===== config.mk =====
export PLATFORM = sky130hd
export DESIGN_NAME = seg7_scan_mux
export DESIGN_NICKNAME = d
export VERILOG_FILES = /design/src/rtl/seg7_pkg.sv /design/src/rtl/seg7_hex_decode.sv /design/src/rtl/seg7_scan_mux.sv
export SDC_FILE = /design/constraint.sdc
export NUM_CORES = 1
export LEC_CHECK = 0
export BUFFER_PORTS_ARGS = -buffer_cell sky130_fd_sc_hd__buf_2
export CAP_MARGIN = 20
export CELL_PAD_IN_SITES_DETAIL_PLACEMENT = 0
export CELL_PAD_IN_SITES_GLOBAL_PLACEMENT = 1
export CORE_ASPECT_RATIO = 1.75
export CORE_MARGIN = 2
export CORE_UTILIZATION = 44
export CTS_CLUSTER_SIZE = 25
export DETAILED_ROUTE_END_ITERATION = 8
export GPL_ROUTABILITY_DRIVEN = 1
export MAX_ROUTING_LAYER = met4
export PLACE_DENSITY_LB_ADDON = 0.1
export SLEW_MARGIN = 20
export SYNTH_ARGS = -nofsm -noshare
export SYNTH_HDL_FRONTEND = slang
export SYNTH_SLANG_ARGS = --single-unit

===== constraint.sdc =====
create_clock -name clk -period 2.5 [get_ports clk]
set_clock_uncertainty 0.2 [all_clocks]
set_input_delay 0.5 -clock clk [delete_from_list [all_inputs] [get_ports clk]]
set_output_delay 0.5 -clock clk [all_outputs]
set_load 0.1 [all_outputs]

===== src/rtl/seg7_pkg.sv =====
// seg7_pkg: shared segment codes and anode helper for the multiplexed 7-segment driver.
package seg7_pkg;
   localparam logic [6:0] SEG_OFF = 7'b1111111;
   // Active-low {g,f,e,d,c,b,a}; entry 15 is first in the concatenation
   localparam logic [15:0][6:0] HEX_SEG = {
      7'b0001110, 7'b0000110, 7'b0100001, 7'b1000110,
      7'b0000011, 7'b0001000, 7'b0010000, 7'b0000000,
      7'b1111000, 7'b0000010, 7'b0010010, 7'b0011001,
      7'b0110000, 7'b0100100, 7'b1111001, 7'b1000000
   };
   function automatic logic [7:0] an_onehot(input logic [2:0] idx, input logic act_low);
      return act_low ? ~(8'b1 << idx) : 8'b1 << idx;
   endfunction
endpackage


===== src/rtl/seg7_hex_decode.sv =====
// seg7_hex_decode: combinational hex nibble to active-low segment code.
module seg7_hex_decode
   import seg7_pkg::*;
(
   input  logic [3:0] nib,
   output logic [6:0] seg
);
   assign seg = HEX_SEG[nib];
endmodule


===== src/rtl/seg7_scan_mux.sv =====
// seg7_scan_mux: time-multiplexed common-anode 7-segment driver with blank gap per digit.
// Optional leading-zero blanking when SEG7_SCAN_LZB_EN is defined.
module seg7_scan_mux
   import seg7_pkg::*;
#(
   parameter int N_DIGITS      = 4,
   parameter int SCAN_DIV      = 50000,
   parameter int AN_ACTIVE_LOW = 0
)(
   input  logic                  clk,
   input  logic                  reset,
   input  logic                  load,
   input  logic [4*N_DIGITS-1:0] value,
   input  logic [N_DIGITS-1:0]   dp_in,
   output logic [N_DIGITS-1:0]   an,
   output logic [6:0]            seg,
   output logic                  dp,
   output logic                  scan_tick
);
   localparam int IW = $clog2(N_DIGITS);
   localparam int CW = $clog2(SCAN_DIV);
   localparam logic [N_DIGITS-1:0] AN_OFF = (AN_ACTIVE_LOW != 0) ? '1 : '0;
   logic [CW-1:0] cnt;
   logic [IW-1:0] idx;
   logic [N_DIGITS-1:0][3:0] sh_val;
   logic [N_DIGITS-1:0] sh_dp;
   logic upd, tick, blank;
   logic [6:0] dec_seg;
   logic [7:0] an_sel;
   assign tick   = cnt == CW'(SCAN_DIV - 1);
   assign an_sel = an_onehot(3'(idx), AN_ACTIVE_LOW != 0);
   seg7_hex_decode u_dec (.nib(sh_val[idx]), .seg(dec_seg));
`ifdef SEG7_SCAN_LZB_EN
   logic [N_DIGITS-1:0] zero_up;
   // zero_up[i]: nibble i and every more-significant nibble are zero
   always_comb begin
      logic run;
      run = 1'b1;
      zero_up = '0;
      for (int i = N_DIGITS - 1; i >= 0; i--) begin
         run = run & (sh_val[i] == 4'd0);
         zero_up[i] = run;
      end
   end
   assign blank = (idx != '0) && zero_up[idx] && !sh_dp[idx];
`else
   assign blank = 1'b0;
`endif
   always_ff @(posedge clk) begin
      if (reset) begin
         cnt       <= '0;
         idx       <= '0;
         sh_val    <= '0;
         sh_dp     <= '0;
         an        <= AN_OFF;
         seg       <= SEG_OFF;
         dp        <= 1'b1;
         scan_tick <= 1'b0;
         upd       <= 1'b1;
      end else begin
         cnt       <= tick ? '0 : cnt + 1'b1;
         scan_tick <= tick;
         if (load) begin
            sh_val <= value;
            sh_dp  <= dp_in;
         end
         if (tick) begin
            idx <= (idx == IW'(N_DIGITS - 1)) ? '0 : idx + 1'b1;
            an  <= AN_OFF;
            upd <= 1'b1;
         end else if (upd) begin
            an  <= an_sel[N_DIGITS-1:0];
            seg <= blank ? SEG_OFF : dec_seg;
            dp  <= blank | ~sh_dp[idx];
            upd <= 1'b0;
         end
      end
   end
endmodule


==> impl_metrics.csv <==
group,metric,value,unit
global_route,grt_pass1_vias,1971,
sta,finalCriticalPeriod,2328,ps
final_layout,layoutNonFillerInstCount,376,
clocking,hold_buffers,0,
setup_path,endpoint_kind,"flop",
placed_design,dp.final_hpwl,4465,µm
floorplan,die_area,6447,µm²
drt,vias,1992,
power_and_ir_drop,internal_power,1.343,mW
final_layout,fin_util,52.58,%
power_and_ir_drop,switching_share,26.62,%
global_route,grt_usage,20.62,%
synth,ys_types,40,
min_path,worstHoldStart,"value[7]",
min_path,hold_path_class,"in -> reg",
drt,remaining_drc_errors,0,
sta,rsz0062_at_grt,"no",
setup_path,crit_type,"reg -> reg",
final_layout,seq_area,1041,µm²
sta,tightest_slew,578.5,ps
synth,synth_edf_count,0,
placed_design,postPlaceCellArea,2808,µm²
floorplan,die_h,104.7,µm
drt,wire_per_inst,15.81,µm
placed_design,port_buffers,35,
floorplan,core-area,5585,µm²
drt,dr.pass1.iters,4,
power_and_ir_drop,total_power,1.830,mW
clocking,clk_pin_slew_worst_paths,100,ps
floorplan,num_rows,36,
clocking,cts_buffer_depth,2,
placed_design,place_ws,212.2,ps
flow_run,cap_violations,0,
power_and_ir_drop,peakVddDrop,0.5182,mV
clocking,cts_buffers,5,
final_layout,final_area,2937,µm²
global_route,antenna_found_initial,0,
power_and_ir_drop,p_switching,487.0,µW
drt,vias_per_cell,5.298,
setup_path,critPathLaunchType,"flop",
final_layout,syn2layout_area_growth,15.11,%
global_route,grt_overflow,0,
drt,first_iter_violations,51,
sta,drv_slew,0,
synth,ys.warnings.count,0,
sta,fin_crit_sh,93.13,%
sta,whs,221.6,ps
synth,synthCells,263,
final_layout,diodes,0,
sta,hold_viol,0,
power_and_ir_drop,leakagePower,1.198,nW
setup_path,worstPathMaxFanout,6,
clocking,ctsResizeCount,0,
synth,synth-seq-cells,52,
clocking,clock-sinks,52,
clocking,cts_setup_buffers,0,
sta,finalSetupViolCount,0,
floorplan,io_pins,36,
sta,fmax,429.5,MHz
setup_path,critPathLaunch,"idx[0]$_SDFFE_PP0N_",
sta,timing.final.ws_setup,171.9,ps
synth,synthesis.area,2551,µm²
global_route,grt_max_degree,21,
clocking,htree_levels,2,
synth,synthesis.nets,297,
power_and_ir_drop,powerDensity,623.1,nW/µm²
global_route,grt_pass1_wl,9542,µm
power_and_ir_drop,clkPwrFrac,37.0,%
final_layout,fin_nets,334,
placed_design,gp_congestion,0.9220,
clocking,cts_root_buf,"clkbuf_8",
run_status,status,"completed",
final_layout,multi_input_area,1411,µm²
synth,async_flop_share,0,%
synth,synthFlopType,"dfxtp_1",
synth,synth-seq-area-share,40.80,%
synth,postSynthAreaPerCell,9.700,µm²
drt,final_antenna_net_count,0,
setup_path,worstPathRequired,2550,ps
power_and_ir_drop,p_comb_share,14.1,%
setup_path,cp.arrival,2380,ps
drt,routed_wl,5945,µm
floorplan,start_util,45.68,%
floorplan,fp.dieW,61.56,µm
final_layout,drive_gt1_share,19.00,%
sta,maxSlewHeadroom,61.43,%
final_layout,fillCellCount,590,
setup_path,r2r-start,"idx[0]$_SDFFE_PP0N_",
power_and_ir_drop,seqPwrFrac,48.8,%
clocking,clk-insertion-delay-late,320,ps
sta,final.setup.tns,0,ps
clocking,cts_tree,"built",
placed_design,place_inst,369,
==> power by group through the flow <==
stage	sequential (mW)	clock, mW	combinational [mW]
final	0.893	0.678	0.259
after CTS	0.894	0.695	0.262
after global routing	0.898	0.730	0.280
after detailed placement	0.913	0	0.260
after global placement	0.912	0	0.260
after floorplan	0.992	0	0.114
==> registers in the layout, summed over array words and instances, names as in the netlist <==
| signal | cells |
|---|---|
| an | 4 |
| cnt | 16 |
| dp | 1 |
| idx | 2 |
| scan_tick | 1 |
| seg | 7 |
| sh_dp | 4 |
| sh_val | 16 |
| upd | 1 |
==> metal layers <==
metal	vias up	track usage [%]	part of all wire (%)
met5	-	-	0
met4	0	10.03	3.9
met3	14	4.084	2.6
met2	39	36.92	57
met1	943	19.58	36
li1	996	-	-
==> worst paths after layout <==
path	end	depth (start not counted)	slack, ps
setup / recovery	seg[0]$_SDFFE_PP1P_	7	170
hold / removal	sh_val[7]$_SDFFE_PP0P_	3	220
setup reg to reg	seg[0]$_SDFFE_PP1P_	7	170
hold reg to reg	cnt[0]$_SDFF_PP0_	1	280
==> cell usage in the layout (no fill, tap or decap), types with 6 or more instances in the layout <==
cell type,instances
nand4_1,6
buf_2,35
nand3_1,7
xnor2_1,13
mux2i_1,30
nor2_1,49
nor4_1,6
dfxtp_1,52
inv_1,11
ha_1,11
nand2_1,12
==> cells by family (layout without fill, tap and decap cells) <==
family,after synthesis,after routing,share of synthesized area [%]
flip-flops,52,52,40.80
XOR/XNOR,16,16,5.493
multiplexers,40,40,19.27
adder cells (fa/ha/maj),11,11,5.395
buffers and inverters,22,59,3.875
AO/OA/AOI/OAI,20,20,5.346
AND/OR/NAND/NOR,102,102,19.81
==> cell type report <==
| class | count | share of cell area (%) |
|---|---|---|
| timing repair buffer | 40 | 7.243 |
| sequential | 52 | 35.45 |
| inverter | 12 | 1.619 |
| multi-input combinational | 189 | 48.06 |
| clock buffer | 5 | 2.343 |
| tap | 76 | 3.238 |
| clock inverter | 2 | 2.045 |
==> cell usage after synthesis, types with 3 or more instances <==
master	instances	area share (%)
nand3_1	7	1.4
mux2i_1	30	12
mux2_2	4	1.8
mux4_2	3	2.6
dfxtp_1	52	41
nand2_1	12	1.8
nor2b_1	3	0.74
a32oi_1	3	1.0
o21ai_0	5	0.98
clkbuf_1	4	0.59
xnor2_1	13	4.5
nand4_1	6	1.5
nor3_1	5	0.98
a21oi_1	4	0.78
inv_1	11	1.6
mux4_1	3	3.1
ha_1	11	5.4
nor4_1	6	1.5
nor2_1	49	7.2
xor2_1	3	1.0
==> critical path, stage by stage, from the launching register on <==
cell and delay (ps):
dfxtp_1 350, mux4_1 660, inv_1 170, ha_1 200
inv_1 110, nor4_1 280, a2111oi_1 90, a32oi_1 200
No activity file was read; power rests on OpenSTA's default activity.
